### src/rtl/uart_receiver.sv
// 8N1 UART receiver with 16x oversampling and 2-of-3 majority voting per bit.
// SAMPLE_DIV sets sysclk cycles per oversample tick; values below 2 are unsupported.
module uart_receiver #(
    parameter int SAMPLE_DIV = 650
) (
    input  logic       sysclk,
    input  logic       reset,
    input  logic       rx,
    output logic [7:0] rx_data,
    output logic       rx_valid,
    output logic       frame_err,
    output logic       busy
);

    localparam int DIV_W = ($clog2(SAMPLE_DIV) > 10) ? $clog2(SAMPLE_DIV) : 10;
    localparam logic [DIV_W-1:0] DIV_LAST = DIV_W'(SAMPLE_DIV - 1);

    typedef enum logic [1:0] {
        IDLE,
        START,
        DATA,
        STOP
    } state_t;

    state_t state, next_state;

    logic             rx_meta, rx_s, rx_d;
    logic [DIV_W-1:0] div_cnt;
    logic [3:0]       tick_idx;
    logic [2:0]       bit_idx;
    logic [7:0]       shift_reg;
    logic             samp7, samp8;
    logic             tick, at_decide, at_boundary, vote, fall_edge;
    logic             load_byte, flag_err;

    // Synchronizer plus one extra stage for falling-edge detection; all idle high.
    always_ff @(posedge sysclk or posedge reset) begin
        if (reset) begin
            rx_meta <= 1'b1;
            rx_s    <= 1'b1;
            rx_d    <= 1'b1;
        end else begin
            rx_meta <= rx;
            rx_s    <= rx_meta;
            rx_d    <= rx_s;
        end
    end

    assign fall_edge   = rx_d & ~rx_s;
    assign tick        = (state != IDLE) && (div_cnt == DIV_LAST);
    assign at_decide   = tick && (tick_idx == 4'd8);
    assign at_boundary = tick && (tick_idx == 4'd15);
    assign vote        = (samp7 & samp8) | (samp7 & rx_s) | (samp8 & rx_s);
    assign busy        = (state != IDLE);

    always_ff @(posedge sysclk or posedge reset) begin
        if (reset) begin
            state <= IDLE;
        end else begin
            state <= next_state;
        end
    end

    // Bit decisions fall on tick 9; the stop bit is resolved there without waiting for its end.
    always_comb begin
        next_state = state;
        load_byte  = 1'b0;
        flag_err   = 1'b0;
        case (state)
            IDLE: begin
                if (fall_edge) begin
                    next_state = START;
                end
            end
            START: begin
                if (at_decide && vote) begin
                    next_state = IDLE;
                end else if (at_boundary) begin
                    next_state = DATA;
                end
            end
            DATA: begin
                if (at_boundary && (bit_idx == 3'd7)) begin
                    next_state = STOP;
                end
            end
            STOP: begin
                if (at_decide) begin
                    next_state = IDLE;
                    if (vote) begin
                        load_byte = 1'b1;
                    end else begin
                        flag_err = 1'b1;
                    end
                end
            end
            default: begin
                next_state = IDLE;
            end
        endcase
    end

    // Divider and tick index sit at zero in IDLE so each frame is timed from START entry.
    always_ff @(posedge sysclk or posedge reset) begin
        if (reset) begin
            div_cnt  <= '0;
            tick_idx <= 4'd0;
        end else if (state == IDLE) begin
            div_cnt  <= '0;
            tick_idx <= 4'd0;
        end else if (tick) begin
            div_cnt  <= '0;
            tick_idx <= tick_idx + 4'd1;
        end else begin
            div_cnt  <= div_cnt + DIV_W'(1);
        end
    end

    always_ff @(posedge sysclk or posedge reset) begin
        if (reset) begin
            samp7 <= 1'b1;
            samp8 <= 1'b1;
        end else if (tick) begin
            if (tick_idx == 4'd6) begin
                samp7 <= rx_s;
            end
            if (tick_idx == 4'd7) begin
                samp8 <= rx_s;
            end
        end
    end

    always_ff @(posedge sysclk or posedge reset) begin
        if (reset) begin
            bit_idx   <= 3'd0;
            shift_reg <= 8'h00;
        end else begin
            if (state != DATA) begin
                bit_idx <= 3'd0;
            end else if (at_boundary) begin
                bit_idx <= bit_idx + 3'd1;
            end
            if ((state == DATA) && at_decide) begin
                shift_reg <= {vote, shift_reg[7:1]};
            end
        end
    end

    always_ff @(posedge sysclk or posedge reset) begin
        if (reset) begin
            rx_data   <= 8'h00;
            rx_valid  <= 1'b0;
            frame_err <= 1'b0;
        end else begin
            rx_valid  <= load_byte;
            frame_err <= flag_err;
            if (load_byte) begin
                rx_data <= shift_reg;
            end
        end
    end

endmodule

### config.mk
export PLATFORM = sky130hd
export DESIGN_NAME = uart_receiver
export DESIGN_NICKNAME = d
export VERILOG_FILES = /design/src/rtl/uart_receiver.sv
export SDC_FILE = /design/constraint.sdc
export NUM_CORES = 1
export LEC_CHECK = 0
export CAP_MARGIN = 5
export CORE_ASPECT_RATIO = 1.75
export CORE_UTILIZATION = 40
export CTS_CLUSTER_DIAMETER = 80
export DETAILED_ROUTE_END_ITERATION = 8
export MAX_ROUTING_LAYER = met4
export PLACE_DENSITY_LB_ADDON = 0.05
export SLEW_MARGIN = 20
export SYNTH_ARGS = -nofsm -noshare
export SYNTH_HDL_FRONTEND = slang
export SYNTH_SLANG_ARGS = --single-unit
### constraint.sdc
create_clock -name sysclk -period 2.8 [get_ports sysclk]
set_clock_uncertainty 0.05 [all_clocks]
set_input_delay 0.56 -clock sysclk [delete_from_list [all_inputs] [get_ports sysclk]]
set_output_delay 0.56 -clock sysclk [all_outputs]
set_load 0.02 [all_outputs]
==> summary.md <==
| Metric | Value |
|---|---|
| Outcome | `complete, no violations` |
| Largest register FFs | `10` |
| Placed insts | `217` |
| Unrepaired setup endpoints after global routing | `no` |
| Die X | `54.7 um` |
| 1st-iter DRT viols | `7` |
| Commonest cells after routing, fill and taps aside | `dfrtp_1, nor2_1, mux2_4` |
| Highest ir drop seen on vdd | `0.402 mV` |
| Row count | `33` |
| Most common cell after layout, fill and taps aside | `dfrtp_1` |
| Placed Area | `2120 um^2` |
| Static Leakage | `1.07 nW` |
| Crit share post-route | `0.869` |
| Placer Congestion | `0.686` |
| Post-DR vias/cell | `5.12` |
| IO Pins | `14` |
| CP startpoint kind | `register` |
| Slew @ Worst Pin | `0.579 ns` |
| Setup crit end kind | `primary output` |
| GRT Residual Overflow | `0` |
| Yosys Warn Count | `0` |
| Switch share | `0.256` |
| Final cell count without fillers | `225` |
| CTS Hold Buffers Added | `0` |
| Max Slew Vio Count | `0` |
| Routed wire length | `3230 um` |
| Pwr Density | `545 nW/um^2` |
| Combinational cell fraction of total power | `0.104` |
| CTS tree | `yes` |
| Net Sw Power | `309 uW` |
| Crit path arrival time | `1.82 ns` |
| Syn avg cell area | `12.6 um^2` |
| Largest net degree at the start of global routing | `43` |
| CTS Buffer Depth | `2` |
| Avg WL per Cell | `14.3 um` |
| Initial antenna violation count | `0` |
| Cell area after synthesis | `1950 um^2` |
| Sequential share of power | `0.573` |
| # resized after CTS | `0` |
| Largest area contributor in the netlist | `dfrtp_1` |
| Post-Syn Nets | `164` |
| Post-route ant nets | `0` |
| Critical Path RT | `2.19 ns` |
| First drt pass iteration count | `3` |
| First-pass GRT wire length | `5340 um` |
| Share of layout cells above drive strength 1 | `0.197` |
| Largest cells by area after synthesis | `dfrtp_1, mux2_4, dfstp_2` |
| Vias in the first global route | `1158` |
| CTS Sinks | `42` |
| Clock power share | `0.324` |
| DR vias | `1152` |
| Number of port buffers | `13` |
| Worst-path fanout max | `8` |
| Die Ht | `94.3 um` |
| Global Route Usage Sum | `0.150` |
| WS Path Type | `reg2out` |
| Setup bufs post-CTS | `0` |
| ANT cells | `0` |
| Core region area | `4670 um^2` |
| Top cell type's share of synthesized area | `0.476` |
| Yosys cell types | `37` |
| Endpoints failing hold | `0` |
| Fin area | `2210 um^2` |
| Achievable clock frequency | `0.411 GHz` |
| Worst setup slack after layout | `0.366 ns` |
| Clock latency on the worst-skew pair | `0.29 ns` |
| DRC violations left | `0` |
| Cts bufs inserted | `5` |
| Cell chosen for the clock root | `clkbuf_8` |
| Post-DP HPWL | `2340 um` |
| Rel. slew slack | `0.613` |
| Total of max-cap violations | `0` |
| Area Growth Syn to Fin | `13.8%` |
| Worst hold-check path type | `reg2reg` |
| Area of the die | `5160 um^2` |
| Final net count | `182` |
| Sequential area share after synthesis | `0.543` |
| Worst-path clk slew | `0.08 ns` |
| Gate Count Post-Synth | `154` |
| Initial core utilization | `0.417` |
| # setup viols final | `0` |
| Setup slack after placement | `0.586 ns` |
| Internal | `899 uW` |
| FILL cells | `426` |
| Tmin final | `2.43 ns` |
| Setup TNS | `0 ns` |
| Yosys reg bits | `42` |
| CTS H-tree depth | `2` |
metrics by stage:
step	power, mW	hold WS (ns)	utilization
2_1_floorplan	0.790	0.295	-
3_3_place_gp	0.826	0.297	0.455
3_5_place_dp	0.831	0.300	0.455
4_1_cts	1.23	0.312	0.475
5_1_grt	1.28	0.313	0.475
6_report	1.21	0.309	0.475
logic make-up after synthesis:
| family | Yosys count | synth area share |
|---|---|---|
| AND/OR/NAND/NOR | 57 | 0.158 |
| flip-flops | 42 | 0.543 |
| multiplexers | 21 | 0.150 |
| XOR/XNOR | 11 | 0.0495 |
| buffers and inverters | 10 | 0.0270 |
| adder cells (fa/ha/maj) | 8 | 0.0501 |
| AO/OA/AOI/OAI | 5 | 0.0219 |
power groups by stage:
stage / clock network, mW / logic, mW / registers (mW)
after floorplan: 0 / 0.0975 / 0.693
after global placement: 0 / 0.125 / 0.701
after detailed placement: 0 / 0.128 / 0.703
after CTS: 0.413 / 0.129 / 0.692
after global routing: 0.437 / 0.147 / 0.698
final: 0.391 / 0.125 / 0.692
critical path, cell delays in order, from the launching register on:
cell	delay, ns
dfrtp_1	0.46
nor2_1	0.39
inv_2	0.12
clkdlybuf4s50_1	0.56
path summary, 6_finish.rpt:
check	end	depth (start not counted)	slack, ns	from
max	busy	3	0.37	register
max in group asynchronous	samp7$_DFFE_PP1P_	3	1.67	reset
min reg2reg	rx_s$_DFF_PP1_	0	0.31	rx_meta$_DFF_PP1_
min in group asynchronous	div_cnt[5]$_DFF_PP0_	3	0.65	reset
min	rx_s$_DFF_PP1_	0	0.31	rx_meta$_DFF_PP1_
max reg2reg	shift_reg[1]$_DFFE_PP0P_	6	0.58	div_cnt[1]$_DFF_PP0_
final cells by class:
class	count	area, um^2	share of cell area
Multi-Input combinational cell	102	837	0.378
Clock buffer	7	86.3	0.0390
Sequential cell	42	1060	0.477
Tap cell	52	65.1	0.0294
Timing Repair Buffer	14	138	0.0621
Clock inverter	1	5.00	0.00226
Inverter	7	26.3	0.0119
Yosys cell counts:
| library cell | n |
|---|---|
| or3b_1 | 1 |
| and3b_1 | 1 |
| o31a_1 | 1 |
| nor3_1 | 1 |
| nor3b_1 | 1 |
| or2_1 | 1 |
| nor3_4 | 1 |
| maj3_1 | 1 |
| and4_1 | 1 |
| mux2i_1 | 3 |
| o21a_1 | 2 |
| buf_6 | 2 |
| nor4_1 | 2 |
| nand4_1 | 4 |
| and4bb_1 | 1 |
| nor2_2 | 1 |
| mux2_4 | 16 |
| dfrtp_1 | 37 |
| nor2_1 | 22 |
| mux2_1 | 2 |
| or4_4 | 1 |
| nand2_1 | 11 |
| nor2b_1 | 1 |
| clkbuf_1 | 1 |
| nand3_2 | 1 |
| ha_1 | 7 |
| o211ai_1 | 1 |
| inv_2 | 1 |
| dfstp_2 | 5 |
| inv_1 | 6 |
| and3_1 | 1 |
| o2111a_1 | 1 |
| or4_1 | 1 |
| xnor2_1 | 5 |
| xor2_1 | 6 |
| and4b_1 | 1 |
| nand3_1 | 3 |
layer usage:
layer,GRT usage,up-vias,part of all wire
met1,0.158,574,0.39
met5,-,-,0
met3,0.0340,6,0.021
met2,0.255,12,0.57
li1,-,560,-
met4,0.0641,0,0.020
Power figures use the tool's default switching activity.
